### src/rtl/rc4_decrypt_master_pkg.sv
// Shared types and constants for the RC4 decrypt master.
//   state_t  : master FSM states (init, 6-state KSA step, 9-state PRGA step)
//   ASCII_*  : bounds of the accepted plaintext alphabet (a..z and space)
//   is_text  : 1 when a byte lies in that alphabet
package rc4_decrypt_master_pkg;

  typedef enum logic [4:0] {
    IDLE,
    INIT,
    K_RI, K_WI, K_RJ, K_WJ, K_SI, K_SJ,
    P_INC, P_WI, P_RJ, P_WJ, P_SI, P_SJ, P_RF, P_WF, P_OUT,
    DONE
  } state_t;

  localparam logic [7:0] ASCII_LO = 8'h61;
  localparam logic [7:0] ASCII_HI = 8'h7A;
  localparam logic [7:0] ASCII_SP = 8'h20;

  function automatic logic is_text(input logic [7:0] b);
    return ((b >= ASCII_LO) && (b <= ASCII_HI)) || (b == ASCII_SP);
  endfunction

endpackage

### src/rtl/rc4_decrypt_master_if.sv
// Bus bundle between the RC4 master, its controller and its three memories.
//   start/secret_key -> master; busy/done/key_ok <- master (controller side)
//   s_addr/s_data/s_wren/s_q : S RAM, 1-cycle read latency
//   rom_addr/rom_q           : encrypted ROM, 1-cycle read latency
//   d_addr/d_data/d_wren     : decrypted RAM write port
// modport master = the RC4 block, modport slave = controller + memories.
interface rc4_decrypt_master_if #(
  parameter int W         = 8,
  parameter int KEY_BYTES = 3
);
  logic                   start;
  logic [W*KEY_BYTES-1:0] secret_key;
  logic                   busy;
  logic                   done;
  logic                   key_ok;
  logic [W-1:0]           s_addr;
  logic [W-1:0]           s_data;
  logic                   s_wren;
  logic [W-1:0]           s_q;
  logic [W-1:0]           rom_addr;
  logic [W-1:0]           rom_q;
  logic [W-1:0]           d_addr;
  logic [W-1:0]           d_data;
  logic                   d_wren;

  modport master (
    input  start, secret_key, s_q, rom_q,
    output busy, done, key_ok, s_addr, s_data, s_wren, rom_addr, d_addr, d_data, d_wren
  );

  modport slave (
    output start, secret_key, s_q, rom_q,
    input  busy, done, key_ok, s_addr, s_data, s_wren, rom_addr, d_addr, d_data, d_wren
  );
endinterface

### src/rtl/rc4_decrypt_master_char_check.sv
// Combinational plaintext validity flag.
//   data  : decrypted W-bit word
//   valid : 1 if the word is a lowercase letter or space; tied to 1 when
//           CHECK_EN=0 so every key is reported as good.
module rc4_char_check
  import rc4_decrypt_master_pkg::*;
#(
  parameter int W        = 8,
  parameter int CHECK_EN = 1
)(
  input  logic [W-1:0] data,
  output logic         valid
);

  if (CHECK_EN == 0) begin : g_off
    logic unused_data;
    assign unused_data = ^data;
    assign valid       = 1'b1;
  end else if (W > 8) begin : g_wide
    // anything above the byte range can never be text
    assign valid = is_text(data[7:0]) && ~|data[W-1:8];
  end else if (W == 8) begin : g_byte
    assign valid = is_text(data);
  end else begin : g_narrow
    assign valid = is_text({{(8-W){1'b0}}, data});
  end

endmodule

### src/rtl/rc4_decrypt_master.sv
// RC4 master: S-box init, key scheduling, then PRGA decryption of MSG_LEN
// ROM words into the decrypted RAM, with optional early abort on the first
// non-text byte.
//   clk, reset : clock, synchronous active-high reset
//   bus        : rc4_decrypt_master_if.master (start/done handshake + memories)
// All bus outputs are registered. Each FSM state describes the register
// updates taken at the edge leaving it, so an address set in state X is
// on the bus in X+1 and its read data arrives in X+2.
module rc4_decrypt_master
  import rc4_decrypt_master_pkg::*;
#(
  parameter int W         = 8,
  parameter int KEY_BYTES = 3,
  parameter int MSG_LEN   = 32,
  parameter int CHECK_EN  = 1
)(
  input  logic                 clk,
  input  logic                 reset,
  rc4_decrypt_master_if.master bus
);

  localparam int              KW        = (KEY_BYTES > 1) ? $clog2(KEY_BYTES) : 1;
  localparam logic [W-1:0]    I_LAST    = '1;
  localparam logic [W-1:0]    K_LAST    = W'(MSG_LEN - 1);
  localparam logic [KW-1:0]   KIDX_LAST = KW'(KEY_BYTES - 1);

  state_t        state;
  logic [W-1:0]  i, j, k, si, sj;
  logic [KW-1:0] kidx;
  logic [W-1:0]  key_r [KEY_BYTES];

  logic [W-1:0]  s_addr, s_data, rom_addr, d_addr, d_data;
  logic          s_wren, d_wren, busy, done, key_ok;

  logic [W-1:0]  j_ksa, j_prga, plain;
  logic          ok;

  assign j_ksa  = j + bus.s_q + key_r[kidx];
  assign j_prga = j + bus.s_q;
  assign plain  = bus.s_q ^ bus.rom_q;

  rc4_char_check #(.W(W), .CHECK_EN(CHECK_EN)) u_chk (.data(plain), .valid(ok));

  // key[0] is the most significant word; store it in natural index order
  always_ff @(posedge clk) begin
    if (!reset && state == IDLE && bus.start)
      for (int b = 0; b < KEY_BYTES; b++)
        key_r[b] <= bus.secret_key[(KEY_BYTES-1-b)*W +: W];
  end

  always_ff @(posedge clk) begin
    if (reset) begin
      state    <= IDLE;
      i        <= '0;
      j        <= '0;
      k        <= '0;
      kidx     <= '0;
      si       <= '0;
      sj       <= '0;
      s_addr   <= '0;
      s_data   <= '0;
      s_wren   <= 1'b0;
      rom_addr <= '0;
      d_addr   <= '0;
      d_data   <= '0;
      d_wren   <= 1'b0;
      busy     <= 1'b0;
      done     <= 1'b0;
      key_ok   <= 1'b0;
    end else begin
      // write enables are pulses; states that write re-assert them
      s_wren <= 1'b0;
      d_wren <= 1'b0;
      case (state)
        IDLE: if (bus.start) begin
          busy   <= 1'b1;
          i      <= '0;
          j      <= '0;
          kidx   <= '0;
          s_addr <= '0;
          s_data <= '0;
          s_wren <= 1'b1;
          state  <= INIT;
        end
        INIT: begin
          if (i == I_LAST) begin
            i     <= '0;
            state <= K_RI;
          end else begin
            i      <= i + 1'b1;
            s_addr <= i + 1'b1;
            s_data <= i + 1'b1;
            s_wren <= 1'b1;
          end
        end
        K_RI: begin
          s_addr <= i;
          state  <= K_WI;
        end
        K_WI: state <= K_RJ;
        K_RJ: begin
          si     <= bus.s_q;
          j      <= j_ksa;
          s_addr <= j_ksa;
          kidx   <= (kidx == KIDX_LAST) ? '0 : kidx + 1'b1;
          state  <= K_WJ;
        end
        K_WJ: state <= K_SI;
        K_SI: begin
          s_addr <= i;
          s_data <= bus.s_q;
          s_wren <= 1'b1;
          state  <= K_SJ;
        end
        K_SJ: begin
          // writing the latched si keeps S[i] intact when i == j
          s_addr <= j;
          s_data <= si;
          s_wren <= 1'b1;
          if (i == I_LAST) begin
            i     <= '0;
            j     <= '0;
            k     <= '0;
            state <= P_INC;
          end else begin
            i     <= i + 1'b1;
            state <= K_RI;
          end
        end
        P_INC: begin
          i        <= i + 1'b1;
          s_addr   <= i + 1'b1;
          rom_addr <= k;
          state    <= P_WI;
        end
        P_WI: state <= P_RJ;
        P_RJ: begin
          si     <= bus.s_q;
          j      <= j_prga;
          s_addr <= j_prga;
          state  <= P_WJ;
        end
        P_WJ: state <= P_SI;
        P_SI: begin
          sj     <= bus.s_q;
          s_addr <= i;
          s_data <= bus.s_q;
          s_wren <= 1'b1;
          state  <= P_SJ;
        end
        P_SJ: begin
          s_addr <= j;
          s_data <= si;
          s_wren <= 1'b1;
          state  <= P_RF;
        end
        P_RF: begin
          s_addr <= si + sj;
          state  <= P_WF;
        end
        P_WF: state <= P_OUT;
        P_OUT: begin
          // the word is written even when it fails the check
          d_addr <= k;
          d_data <= plain;
          d_wren <= 1'b1;
          if (!ok || k == K_LAST) begin
            key_ok <= ok;
            done   <= 1'b1;
            busy   <= 1'b0;
            state  <= DONE;
          end else begin
            k     <= k + 1'b1;
            state <= P_INC;
          end
        end
        DONE: if (!bus.start) begin
          done   <= 1'b0;
          key_ok <= 1'b0;
          state  <= IDLE;
        end
        default: state <= IDLE;
      endcase
    end
  end

  assign bus.s_addr   = s_addr;
  assign bus.s_data   = s_data;
  assign bus.s_wren   = s_wren;
  assign bus.rom_addr = rom_addr;
  assign bus.d_addr   = d_addr;
  assign bus.d_data   = d_data;
  assign bus.d_wren   = d_wren;
  assign bus.busy     = busy;
  assign bus.done     = done;
  assign bus.key_ok   = key_ok;

endmodule

### src/flat_wrapper.sv
// flat-port wrapper written by rule: the top's interface ports become plain ports
module rc4_decrypt_master_flat import rc4_decrypt_master_pkg::*;
#(
  parameter int W         = 8,
  parameter int KEY_BYTES = 3,
  parameter int MSG_LEN   = 32,
  parameter int CHECK_EN  = 1
)
  (clk, reset, bus_start, bus_secret_key, bus_s_q, bus_rom_q, bus_busy, bus_done, bus_key_ok, bus_s_addr, bus_s_data, bus_s_wren, bus_rom_addr, bus_d_addr, bus_d_data, bus_d_wren);
  rc4_decrypt_master_if #(.W(W), .KEY_BYTES(KEY_BYTES)) bus_i ();
  input  logic clk;
  input  logic reset;
  input wire logic [$bits(bus_i.start)-1:0] bus_start;
  input wire logic [$bits(bus_i.secret_key)-1:0] bus_secret_key;
  input wire logic [$bits(bus_i.s_q)-1:0] bus_s_q;
  input wire logic [$bits(bus_i.rom_q)-1:0] bus_rom_q;
  output wire logic [$bits(bus_i.busy)-1:0] bus_busy;
  output wire logic [$bits(bus_i.done)-1:0] bus_done;
  output wire logic [$bits(bus_i.key_ok)-1:0] bus_key_ok;
  output wire logic [$bits(bus_i.s_addr)-1:0] bus_s_addr;
  output wire logic [$bits(bus_i.s_data)-1:0] bus_s_data;
  output wire logic [$bits(bus_i.s_wren)-1:0] bus_s_wren;
  output wire logic [$bits(bus_i.rom_addr)-1:0] bus_rom_addr;
  output wire logic [$bits(bus_i.d_addr)-1:0] bus_d_addr;
  output wire logic [$bits(bus_i.d_data)-1:0] bus_d_data;
  output wire logic [$bits(bus_i.d_wren)-1:0] bus_d_wren;
  assign bus_i.start = bus_start;
  assign bus_i.secret_key = bus_secret_key;
  assign bus_i.s_q = bus_s_q;
  assign bus_i.rom_q = bus_rom_q;
  assign bus_busy = bus_i.busy;
  assign bus_done = bus_i.done;
  assign bus_key_ok = bus_i.key_ok;
  assign bus_s_addr = bus_i.s_addr;
  assign bus_s_data = bus_i.s_data;
  assign bus_s_wren = bus_i.s_wren;
  assign bus_rom_addr = bus_i.rom_addr;
  assign bus_d_addr = bus_i.d_addr;
  assign bus_d_data = bus_i.d_data;
  assign bus_d_wren = bus_i.d_wren;
  rc4_decrypt_master #(.W(W), .KEY_BYTES(KEY_BYTES), .MSG_LEN(MSG_LEN), .CHECK_EN(CHECK_EN)) u_core (.clk(clk), .reset(reset), .bus(bus_i));
endmodule
### config.mk
export PLATFORM = sky130hd
export DESIGN_NAME = rc4_decrypt_master_flat
export DESIGN_NICKNAME = d
export VERILOG_FILES = /design/src/rtl/rc4_decrypt_master_pkg.sv /design/src/rtl/rc4_decrypt_master_if.sv /design/src/rtl/rc4_decrypt_master_char_check.sv /design/src/rtl/rc4_decrypt_master.sv /design/src/flat_wrapper.sv
export SDC_FILE = /design/constraint.sdc
export NUM_CORES = 1
export LEC_CHECK = 0
export CELL_PAD_IN_SITES_DETAIL_PLACEMENT = 0
export CELL_PAD_IN_SITES_GLOBAL_PLACEMENT = 1
export CORE_ASPECT_RATIO = 0.8
export CORE_UTILIZATION = 44
export DETAILED_ROUTE_END_ITERATION = 12
export DONT_BUFFER_PORTS = 1
export PLACE_DENSITY_LB_ADDON = 0.1
export SLEW_MARGIN = 0
export SYNTH_ARGS = -nofsm -noshare
export SYNTH_HDL_FRONTEND = slang
export SYNTH_HIERARCHICAL = 1
export SYNTH_SLANG_ARGS = --single-unit
### constraint.sdc
create_clock -name clk -period 2.7 [get_ports clk]
set_input_delay 0.135 -clock clk [delete_from_list [all_inputs] [get_ports clk]]
set_output_delay 0.135 -clock clk [all_outputs]
set_load 0.005 [all_outputs]
==> flow_summary.json <==
{
  "rsz0062_at_grt": "true",
  "leakage_nw": 2.97,
  "arrival_ps": 2960,
  "placed_cell_area_sq_um": 6420,
  "pre_cts_ws_ps": -164,
  "critPathKind": "register to register",
  "drv_cap": 0,
  "clock_skew_ps": 10.5,
  "cts_buffers": 17,
  "portBuffers": 0,
  "root_buffer": "clkbuf_16",
  "clk_path_buf_depth": 2,
  "clkSlewWorstSetupHoldPaths_ps": 60,
  "fin_crit_ps": 2650,
  "critPathCaptureType": "register",
  "die_h_microns": 107,
  "grt_usage_pct": 26.4,
  "die-area_sq_um": 14300,
  "worstPathRequired_ps": 3000,
  "grt_pass1_vias": 5301,
  "first_pass_iters": 5,
  "setup_viol": 0,
  "fin_ws_ps": 46.3,
  "grt-ovfl-total": 0,
  "cts_tree": "built",
  "ant_nets": 0,
  "detail_route.iter0.violations": 438,
  "async_reset_ff_share_pct": 0,
  "cpMaxStageDelayCell": "dfxtp_2",
  "critPathMaxFanout": 3,
  "tightest_slew_ps": 906,
  "die_x_microns": 134,
  "synthCells": 677,
  "grt_start_max_net_pins": 86,
  "syn_nets": 746,
  "ir_worst_vdd_mv": 0.516,
  "insertion_delay_ps": 420,
  "io_pins": 88,
  "ys_seq_area_share_pct": 42.7,
  "synth_area_sq_um": 6090,
  "hold_path_class": "primary input to register",
  "crit_chain": "ha_4, buf_4, a211oi_4, nor2_1, xor2_1, ha_1, o21ai_1, o21bai_1, a21oi_2, xnor2_1, a22oi_2, o2111ai_1, a32o_1",
  "power.density_nw_per_um2": 632,
  "dp_hpwl_microns": 12000,
  "final_util_pct": 56.9,
  "layout.nets": 817,
  "synth_seq_cells": 118,
  "synth_flop_cell": "dfxtp_1",
  "post-route-period-util_pct": 98.3,
  "cts_max_level": 4,
  "area_growth_pct": 26.6,
  "holdWs_ps": 25.1,
  "drive_gt1_share_pct": 15.0,
  "status": "complete, no violations",
  "grt_pass1_wl_microns": 28600,
  "synth_edf_count": 24,
  "finalHoldViolCount": 0,
  "drc": 0,
  "cp_slowest_stage_delay_ps": 330,
  "antenna_found_initial": 0,
  "seq_area_sq_um": 2610,
  "core_area_sq_um": 13600,
  "syn_avg_cell_area_sq_um": 9.00,
  "setup_tns_ps": 0,
  "drv_slew": 0,
  "wirelength_microns": 18100,
  "gp_congestion": 0.823,
  "multi_input_area_sq_um": 3410,
  "fmax_mhz": 377,
  "diodes": 0,
  "max_slew_margin_pct": 39.0,
  "via_per_inst": 5.74,
  "row_count": 38,
  "initial_core_util_pct": 44.9,
  "yosysWarnings": 6,
  "wl_per_cell_microns": 19.3,
  "synth.distinct_cells": 73,
  "num_vias": 5403,
  "final.fill_count": 1253,
  "cts.sinks": 118,
  "start_kind": "register",
  "design_area_sq_um": 7710
}
-- synthesized netlist by cell type (17+ instances only) --
master,count,area [sq um]
nand2_1,96,360
dfxtp_1,94,1880
nor2_1,68,255
a21oi_1,65,325
mux2i_1,26,260
a22oi_1,25,188
o21ai_0,25,125
edfxtp_1,24,721
xor2_1,24,210
ha_1,23,288
xnor2_1,18,158
nand3_1,17,85.1
-- metal layers --
| metal | routed length, microns | global-route usage (%) |
|---|---|---|
| met3 | 1190 | 7.04 |
| met2 | 8150 | 41.0 |
| met1 | 8440 | 35.0 |
| met5 | 0 | 0 |
| met4 | 364 | 9.66 |
-- cell usage in the layout, fill, tap and decap left out, types with 3 or more instances in the layout --
cell           instances
a21o_1                 9
nand3_1               17
o21a_1                 3
ha_4                   4
a21oi_1               63
a222oi_1               4
a22oi_1               22
clkinv_4               3
a31oi_1                9
inv_6                  6
inv_1                 11
nand2_1               96
nand3b_1               3
and3_1                 3
or2_2                  3
buf_4                 36
edfxtp_1              24
a221oi_1               3
dfxtp_1               92
xor2_1                23
nand4_1                6
a211oi_1               3
nor2_1                67
nor2b_1                4
o21ai_0               20
clkbuf_16             17
nor4_2                 3
bufinv_16              3
dlygate4sd3_1         45
mux2i_1               26
a22oi_2                3
nor3_1                13
nand2b_1               8
ha_1                  19
xnor2_1               16
o21ai_1                5
-- cell type report --
class                   instances  share of cell area (%)
clock buffers                  17                    5.52
clock inverters                15                    2.50
inverters                      14                   0.682
multi-input cells             512                    44.3
flip-flops and latches        118                    33.8
well taps                     180                    2.92
repair buffers                 85                    10.3
-- what timing repair did --
action / 4_1_cts / 5_1_grt
hold buffers: 48 / 0
setup endpoints to repair: 7 / 12
gates resized for setup: 15 / 19
buffers inserted: 0 / 3
gates cloned: 0 / 0
pin swaps: 18 / 22
hold endpoints to repair: 116 / 0
-- worst paths after layout --
kind,startpoint,slack [ps],depth (start not counted),endpoint
setup / recovery,u_core/j[0]$_SDFFE_PP0P_,50,13,u_core/bus.s_addr[5]$_SDFFE_PP0P_
hold reg to reg,u_core/bus.d_addr[6]$_SDFFE_PP0P_,470,2,u_core/bus.d_addr[6]$_SDFFE_PP0P_
hold / removal,reset,30,2,u_core/bus.s_wren$_SDFF_PP0_
setup reg to reg,u_core/j[0]$_SDFFE_PP0P_,50,13,u_core/bus.s_addr[5]$_SDFFE_PP0P_
-- critical path, delay by kind of cell, from the launching register on --
family	cells	cell delay, ps
AOI/OAI and AO/OA	7	1190
adders and majority gates	2	480
DFF	1	330
xor gates and xnor gates	2	320
buffers and inverters	1	130
and+or+nand+nor	1	90
-- flip-flops by register name (all words and copies together) (netlist names), 5 cells and up, named ones only --
register / cells
u_core/bus.d_addr: 8
u_core/bus.d_data: 8
u_core/bus.rom_addr: 8
u_core/bus.s_addr: 8
u_core/bus.s_data: 8
u_core/i: 8
u_core/j: 8
u_core/k: 8
u_core/key_r: 24
u_core/si: 8
u_core/sj: 8
u_core/state: 5
-- through the flow --
stage	total power (W)	instances
floorplan	0.00227	677
CTS	0.00488	938
detailed placement	0.00240	858
finish	0.00487	941
global route	0.00505	941
global placement	0.00238	858
-- cells by family after synthesis --
logic type,count (synthesis),share of synthesized area (%)
flops,118,42.7
fa+ha+maj,26,5.71
mux,27,4.52
buf+inv,47,3.59
compound gates,174,18.5
xor+xnor,42,6.04
simple gates,243,18.9
-- where the power goes --
part           leakage (nW)  internal [W]  switching (W)  total, W
Sequential            0.981       0.00184      0.0000300   0.00187
Combinational          1.69      0.000266       0.000353  0.000619
Clock                 0.298       0.00148       0.000906   0.00238
Power figures use the tool's default switching activity.
